===== src/rtl/alu_pkg.sv =====
// Shared ALU definitions: op bit indices, FSM and shifter encodings, one-hot check.
package alu_pkg;

    localparam int ALU_OP_W = 11;

    // Bit index of each op in the one-hot op vector
    localparam int ALU_ADD   = 0;
    localparam int ALU_SUB   = 1;
    localparam int ALU_AND   = 2;
    localparam int ALU_OR    = 3;
    localparam int ALU_XOR   = 4;
    localparam int ALU_SLL   = 5;
    localparam int ALU_SRL   = 6;
    localparam int ALU_SRA   = 7;
    localparam int ALU_SLT   = 8;
    localparam int ALU_SLTU  = 9;
    localparam int ALU_PASSB = 10;

    typedef enum logic [1:0] {
        IDLE  = 2'd0,
        SHIFT = 2'd1,
        DONE  = 2'd2
    } alu_state_t;

    typedef enum logic [1:0] {
        SH_SLL = 2'd0,
        SH_SRL = 2'd1,
        SH_SRA = 2'd2
    } sh_kind_t;

    // True when exactly one op bit is set
    function automatic logic is_onehot(input logic [ALU_OP_W-1:0] v);
        return (v != '0) && ((v & (v - ALU_OP_W'(1))) == '0);
    endfunction

endpackage


===== src/rtl/alu_shift_iter.sv =====
// Iterative 1-bit/cycle shifter. A start pulse loads operand, kind and count;
// done is asserted in the cycle whose edge performs the final step, with
// result showing the fully shifted value at that moment.
module alu_shift_iter
    import alu_pkg::*;
#(
    parameter int XLEN = 32
) (
    input  logic            clk,
    input  logic            rst_n,
    input  logic            start,
    input  sh_kind_t        kind,
    input  logic [XLEN-1:0] data,
    input  logic [4:0]      shamt,
    output logic            busy,
    output logic            done,
    output logic [XLEN-1:0] result
);

    sh_kind_t        kind_q;
    logic [4:0]      cnt;
    logic [XLEN-1:0] data_q;
    logic [XLEN-1:0] step;

    // One-bit shift of the working copy; sra keeps replicating the sign bit
    always_comb begin
        step = data_q >> 1;
        case (kind_q)
            SH_SLL:  step = data_q << 1;
            SH_SRL:  step = data_q >> 1;
            SH_SRA:  step = {data_q[XLEN-1], data_q[XLEN-1:1]};
            default: step = data_q >> 1;
        endcase
    end

    assign done   = busy && (cnt == 5'd1);
    assign result = step;

    // Load on start, then shift and count down until the last step
    always_ff @(posedge clk or negedge rst_n) begin
        if (!rst_n) begin
            busy   <= 1'b0;
            cnt    <= '0;
            data_q <= '0;
            kind_q <= SH_SLL;
        end else if (start) begin
            busy   <= 1'b1;
            cnt    <= shamt;
            data_q <= data;
            kind_q <= kind;
        end else if (busy) begin
            data_q <= step;
            cnt    <= cnt - 5'd1;
            if (cnt == 5'd1)
                busy <= 1'b0;
        end
    end

endmodule


===== src/rtl/alu_exec32.sv =====
// ALU execute stage: one-hot op + operands in, registered result out,
// valid/ready on both sides. Non-shift ops take one cycle; shifts iterate
// one bit per cycle unless FAST_SHIFT_EN is defined (single-cycle barrel
// shifter, no multi-cycle states, busy tied low).
module alu_exec32
    import alu_pkg::*;
#(
    parameter int XLEN  = 32,
    parameter int TAG_W = 5
) (
    input  logic                clk,
    input  logic                rst_n,
    input  logic                in_valid,
    output logic                in_ready,
    input  logic [ALU_OP_W-1:0] in_op,
    input  logic [XLEN-1:0]     in_a,
    input  logic [XLEN-1:0]     in_b,
    input  logic [TAG_W-1:0]    in_tag,
    output logic                out_valid,
    input  logic                out_ready,
    output logic [XLEN-1:0]     out_result,
    output logic [TAG_W-1:0]    out_tag,
    output logic                out_err,
    output logic                busy
);

    alu_state_t      state;
    logic [4:0]      shamt;
    logic            legal;
    logic            accept;
    logic            long_shift;
    logic            sh_done;
    logic            sh_busy;
    logic [XLEN-1:0] sh_res;
    logic [XLEN-1:0] alu_res;

    assign shamt    = in_b[4:0];
    assign legal    = is_onehot(in_op);
    assign in_ready = (state == IDLE) && (!out_valid || out_ready);
    assign accept   = in_valid && in_ready;
    assign busy     = sh_busy;

    // Single-cycle result; only meaningful for a legal one-hot op
    always_comb begin
        alu_res = '0;
        case (1'b1)
            in_op[ALU_ADD]:   alu_res = in_a + in_b;
            in_op[ALU_SUB]:   alu_res = in_a - in_b;
            in_op[ALU_AND]:   alu_res = in_a & in_b;
            in_op[ALU_OR]:    alu_res = in_a | in_b;
            in_op[ALU_XOR]:   alu_res = in_a ^ in_b;
`ifdef FAST_SHIFT_EN
            in_op[ALU_SLL]:   alu_res = in_a << shamt;
            in_op[ALU_SRL]:   alu_res = in_a >> shamt;
            in_op[ALU_SRA]:   alu_res = XLEN'($signed(in_a) >>> shamt);
`else
            // Only reached with shamt == 0: the operand passes through
            in_op[ALU_SLL],
            in_op[ALU_SRL],
            in_op[ALU_SRA]:   alu_res = in_a;
`endif
            in_op[ALU_SLT]:   alu_res = {{(XLEN-1){1'b0}}, $signed(in_a) < $signed(in_b)};
            in_op[ALU_SLTU]:  alu_res = {{(XLEN-1){1'b0}}, in_a < in_b};
            in_op[ALU_PASSB]: alu_res = in_b;
            default:          alu_res = '0;
        endcase
    end

`ifdef FAST_SHIFT_EN
    assign long_shift = 1'b0;
    assign sh_done    = 1'b0;
    assign sh_busy    = 1'b0;
    assign sh_res     = '0;
`else
    logic     is_shift;
    sh_kind_t sh_kind;

    assign is_shift   = in_op[ALU_SLL] | in_op[ALU_SRL] | in_op[ALU_SRA];
    assign long_shift = legal && is_shift && (shamt != 5'd0);

    // Select shift direction/fill for the iterative unit
    always_comb begin
        sh_kind = SH_SRA;
        if (in_op[ALU_SLL])
            sh_kind = SH_SLL;
        else if (in_op[ALU_SRL])
            sh_kind = SH_SRL;
    end

    alu_shift_iter #(.XLEN(XLEN)) u_shift (
        .clk    (clk),
        .rst_n  (rst_n),
        .start  (accept && long_shift),
        .kind   (sh_kind),
        .data   (in_a),
        .shamt  (shamt),
        .busy   (sh_busy),
        .done   (sh_done),
        .result (sh_res)
    );
`endif

    // Stage FSM with registered outputs; outputs only change on an accept,
    // a shift completion, or an output transfer, so they hold under stall
    always_ff @(posedge clk or negedge rst_n) begin
        if (!rst_n) begin
            state      <= IDLE;
            out_valid  <= 1'b0;
            out_result <= '0;
            out_tag    <= '0;
            out_err    <= 1'b0;
        end else begin
            case (state)
                IDLE: begin
                    if (accept) begin
                        out_tag <= in_tag;
                        if (long_shift) begin
                            state     <= SHIFT;
                            out_valid <= 1'b0;
                            out_err   <= 1'b0;
                        end else begin
                            out_valid  <= 1'b1;
                            out_result <= legal ? alu_res : '0;
                            out_err    <= !legal;
                        end
                    end else if (out_ready) begin
                        out_valid <= 1'b0;
                    end
                end
                SHIFT: begin
                    if (sh_done) begin
                        state      <= DONE;
                        out_valid  <= 1'b1;
                        out_result <= sh_res;
                    end
                end
                DONE: begin
                    if (out_ready) begin
                        state     <= IDLE;
                        out_valid <= 1'b0;
                    end
                end
                default: state <= IDLE;
            endcase
        end
    end

endmodule


===== config.mk =====
export PLATFORM = sky130hd
export DESIGN_NAME = alu_exec32
export DESIGN_NICKNAME = d
export VERILOG_FILES = /design/src/rtl/alu_pkg.sv /design/src/rtl/alu_shift_iter.sv /design/src/rtl/alu_exec32.sv
export SDC_FILE = /design/constraint.sdc
export NUM_CORES = 1
export LEC_CHECK = 0
export CAP_MARGIN = 5
export CORE_MARGIN = 2
export CORE_UTILIZATION = 53
export CTS_CLUSTER_DIAMETER = 150
export CTS_CLUSTER_SIZE = 10
export DETAILED_ROUTE_END_ITERATION = 8
export HOLD_SLACK_MARGIN = 0.02
export MAX_ROUTING_LAYER = met4
export PLACE_DENSITY = 0.8
export SKIP_LAST_GASP = 1
export SYNTH_ARGS = -nofsm -noshare
export SYNTH_HDL_FRONTEND = slang
export SYNTH_HIERARCHICAL = 1
export SYNTH_SLANG_ARGS = --single-unit

===== constraint.sdc =====
create_clock -name clk -period 2.3 [get_ports clk]
set_input_delay 0.23 -clock clk [delete_from_list [all_inputs] [get_ports clk]]
set_output_delay 0.23 -clock clk [all_outputs]
set_load 0.02 [all_outputs]

==> metrics, run 1 <==
status stopped before the end; Halt Stage global routing (5_1_grt); First Err [ERROR GRT-0232] Routing congestion too high. Check the congestion heatmap in the GUI.; Initial Util 53.7%; IO Count 125; post-synthesis instance total 1,347; Most used DFF post-synth dfrtp_1; Synth Warn # 6; site row count 51; ys async rst share 100%; Netlist cell types 87; largest net degree at the start of global routing 43; number of flops mapped to enable cells by yosys 0; area share of the leading cell type in the synthesized netlist 19.5%; Max Root-Sink Buffers 2; CTS Buf Count 9; synthesized cell area 0.0104 mm²; Yosys top cell by area dfrtp_1; placed cell count 2,018; H-tree Lvls 3; worst endpoint pin kind register data pin; CTS sink count 81; sequential share of the synthesized area 19.5%; post-DP HPWL 34,900 µm; GRT repair_timing worst endpoint out_result[11]$_DFFE_PN0P_/D; clock root buffer clkbuf_16; Net Count, Synth 1,535; gpl congestion 1.11; Die X-Extent 144 µm; die height 144 µm; grt ovf 3; Tot GR Track Use 77.8%; Area contributors post-synth dfrtp_1, ha_1, o21ai_0; Port Buf Inserts 124; Synth Area per Inst 7.71 µm²; flops & latches, synth 81; dpl ws -1.24 ns
-- per-layer routing --
layer	track usage, %	GRT overflow
met1	77.9	0
met2	90.0	1
met3	66.3	0
met4	70.5	2
met5	-	-
-- through the flow --
step	utilization, %	instance area, µm²	TNS, ns
2_1_floorplan	-	10600	-3.39
3_3_place_gp	75.6	14600	-57.98
3_5_place_dp	75.6	14600	-64.85
4_1_cts	86.5	16700	-3.27
-- synth_stat cells (6+ instances only) --
master     number
nor3_1         26
o21bai_1       14
a211oi_1       26
nand2b_1       45
mux2i_1        12
nand4_1         6
a311oi_1        6
a221o_1        14
nor4_1          7
xnor2_1        15
dfrtp_1        81
mux2_4         30
a221oi_1       32
o22ai_1         6
and3_1          8
nand2_1       121
o21ai_0       111
or3_1           7
mux2_2         12
o21a_1         14
buf_2          20
ha_1          102
nand3_1        13
a2111oi_0      15
o211ai_1       15
o221ai_1        7
o31ai_1        12
a22oi_1        11
a21oi_1       104
nor2b_1        19
a31oi_1        16
a211o_1         9
a21o_1         44
o21ai_1         6
nor2_1         92
clkbuf_1       67
inv_1         109
-- what timing repair did --
item                                    in CTS
gates resized for setup                    473
setup buffers                               74
endpoints found under the setup margin      75
hold buffers                                 1
pin swaps                                  132
endpoints found under the hold margin       39
cloned                                       3
-- kinds of logic after synthesis --
| kind of cell | share of synthesized area (%) |
|---|---|
| compound gates | 33.7 |
| xor+xnor | 1.60 |
| fa+ha+maj | 12.7 |
| buf+inv | 8.24 |
| flops | 19.5 |
| mux | 6.80 |
| simple gates | 17.5 |
==> inputs of run 2 (changes only) <==
--- a/config.mk
+++ b/config.mk
@@ -7,13 +7,9 @@
 export LEC_CHECK = 0
 export CAP_MARGIN = 5
 export CORE_MARGIN = 2
-export CORE_UTILIZATION = 53
-export CTS_CLUSTER_DIAMETER = 150
-export CTS_CLUSTER_SIZE = 10
+export CORE_UTILIZATION = 40
 export DETAILED_ROUTE_END_ITERATION = 8
-export HOLD_SLACK_MARGIN = 0.02
-export MAX_ROUTING_LAYER = met4
-export PLACE_DENSITY = 0.8
+export PLACE_DENSITY_LB_ADDON = 0.15
 export SKIP_LAST_GASP = 1
 export SYNTH_ARGS = -nofsm -noshare
 export SYNTH_HDL_FRONTEND = slang
==> constraint.sdc (replaced) <==
create_clock -name clk -period 2.99 [get_ports clk]
set_input_delay 0.299 -clock clk [delete_from_list [all_inputs] [get_ports clk]]
set_output_delay 0.299 -clock clk [all_outputs]
set_load 0.02 [all_outputs]
==> metrics, run 2 <==
Port Buf Inserts 124; CTS tree yes; top cells by instance count after synthesis nand2_1, o21ai_0, inv_1; FF-to-FF path depth 10; hold_ws 0.381 ns; skew final 0.0159 ns; die area 0.0273 mm²; P per Cell Area 350 mW/mm²; gpl congestion 0.984; maxcap violations 0; Worst Min Path Start in_a[0]; placed cell area 0.0142 mm²; worst-margin pin slew 0.617 ns; Fin. Hold Viols 0; Max Root-Sink Buffers 2; crit-path leading delay family compound AO/OA/AOI/OAI gates; DRC 0; Synth Warn # 6; core area 0.0253 mm²; Bufs and invs on worst path 4; site row count 58; largest net degree at the start of global routing 59; Reg2Reg Setup Slack 0.49 ns; element type at the critical path end register; Synth Area per Inst 7.71 µm²; failing checks negative setup slack; setup violators final 1; drt via density 5.93; Yosys top cell by area dfrtp_1; area share of the leading cell type in the synthesized netlist 19.5%; Setup CP Type primary input to register; Final Max Slew Viols 0; CP Data Arrival Time 3.25 ns; max incr delay on CP 0.43 ns; most common cell after layout, fill and taps aside buf_4; CTS sink count 81; f_max 334 MHz; Critical Path, Cell by Cell clkdlybuf4s50_1 > inv_2 > buf_4 > ha_1 > nor2b_1 > o21a_1 > o21ai_0 > a211o_1 > and3_4 > o41ai_4 > buf_4 > and3_1 > o2111ai_1 > a32oi_1; Hold Path Class primary input to register; DRT Wirelength 46,500 µm; startpoint types primary input; initial antenna violation count 0; most used cell, CP buf_4; Area contributors post-synth dfrtp_1, ha_1, o21ai_0; Net Count, Synth 1,535; IO Count 125; Routed Antenna Nets 0; H-tree Lvls 3; final instance area 0.0154 mm²; Max FO, Critical Path 3; number of flops mapped to enable cells by yosys 0; Tmin final 2.99 ns; first-pass GRT wire length 68,700 µm; Netlist cell types 87; wire per inst 22.4 µm; Die X-Extent 165 µm; DR iter-0 viols 1,326; fraction of layout cells with a size suffix above 1 32.6%; Most used DFF post-synth dfrtp_1; first drt pass iteration count 7; reg2reg end out_result[26]; die height 165 µm; final std cells w/o fill 2,074; post-synthesis instance total 1,347; r2r startpoint u_shift/cnt[1]; fin nets 1,927; maximum vdd drop 0.301 mV; CP max-delay cell clkdlybuf4s50_1; clock root buffer clkbuf_16; Tot GR Track Use 33.4%; worst-skew pair later-pin latency 0.35 ns; commonest non-fill, non-tap cells in the layout buf_4, nand2_1, a21oi_1, o21ai_0; biggest regs out_result: 32 flops, u_shift/data_q: 32 flops; grt ovf 0; Hold Crit Depth 4; status complete, but fails checks; ys async rst share 100%; Worst Hold Endpoint u_shift/data_q[0]; WP data required 3.25 ns; CTS Buf Count 9; sequential share of the synthesized area 19.5%; area added between synthesis and finish 48.7%; clk slew on worst S/H paths 0.07 ns; post-DP HPWL 36,400 µm; vias in the first global route 11,510; worst setup margin -0.000381 ns; via count 12,295; crit share post-route 100%; slew margin rel. 57.8%; RSZ-0062 raised after global routing true; most common cell in the netlist nand2_1; flops & latches, synth 81; Initial Util 41.0%; synthesized cell area 0.0104 mm²; n_diodes 0; placed cell count 2,037; P_leak 7.31 nW
==> run 2: layout make-up <==
| class | instances | area, µm² |
|---|---|---|
| Tap cell | 330 | 413 |
| Multi-Input combinational cell | 1059 | 8270 |
| Sequential cell | 81 | 2030 |
| Timing Repair Buffer | 479 | 4040 |
| Clock inverter | 7 | 60.1 |
| Fill cell | 2343 | 9890 |
| Clock buffer | 9 | 225 |
| Inverter | 109 | 409 |
==> run 2: logic make-up after synthesis <==
logic type | count (synthesis) | share of synthesized area, %
AO/OA/AOI/OAI | 509 | 33.7
AND/OR/NAND/NOR | 373 | 17.5
buffers and inverters | 207 | 8.24
adder cells (fa/ha/maj) | 104 | 12.7
flip-flops | 81 | 19.5
multiplexers | 54 | 6.80
XOR/XNOR | 19 | 1.60
==> run 2: worst max-delay path by stage <==
stage	to	start	depth (start not counted)	slack (ns)
3_3_place_gp	out_result[30]	in_a[0]	17	-0.82
5_1_grt	out_result[30]	in_b[7]	16	-0.1
2_1_floorplan	out_result[22]	in_a[0]	13	0.15
6_report	out_result[30]	in_b[10]	14	-0.0004
4_1_cts	out_result[30]	in_a[18]	14	-0.04
3_5_place_dp	out_result[14]	in_a[0]	15	-0.84
==> run 2: where the power goes <==
group          switching [mW]  internal, mW  leakage [nW]  total, mW
registers               0.142          1.27          1.05       1.41
clock network           0.531         0.582         0.143       1.11
logic                    1.52          1.35          6.12       2.88
==> run 2: timing repair <==
item                       in CTS  in global routing
hold endpoints to repair       39                  0
cloned                          0                  0
hold buffers                    1                  0
setup endpoints to repair      22                 26
resized for setup              96                125
setup buffers                  11                 11
pin swaps                      29                 56
==> run 2: per-layer routing <==
| metal | vias up | global-route usage (%) | part of all wire (%) |
|---|---|---|---|
| li1 | 5682 | - | - |
| met1 | 5937 | 49.8 | 46 |
| met2 | 607 | 49.3 | 42 |
| met3 | 69 | 6.47 | 10 |
| met4 | 0 | 7.87 | 2.4 |
| met5 | - | 0 | 0 |
==> run 2: worst register-to-register path, stage by stage (launching register included) <==
cell and delay [ns]:
dfrtp_1 0.39, inv_1 0.08, ha_1 0.14, or4b_1 0.50, nor2_1 0.28, nor2b_1 0.16
a21oi_4 0.22, buf_4 0.22, nor2b_1 0.07, a31oi_2 0.21, o21ai_0 0.12
==> run 2: stage by stage <==
| stage | power [mW] | setup TNS (ns) | setup slack (ns) | util, % |
|---|---|---|---|---|
| CTS | 5.25 | -0.0440 | -0.0440 | 59.1 |
| global route | 5.69 | -0.241 | -0.0956 | 60.9 |
| finish | 5.41 | -0.000381 | -0.000381 | 60.9 |
| floorplan | 2.71 | 0 | 0.150 | - |
| detailed placement | 4.05 | -19.19 | -0.839 | 56.1 |
| global placement | 4.03 | -18.99 | -0.824 | 56.1 |
No activity file was read; power rests on OpenSTA's default activity.
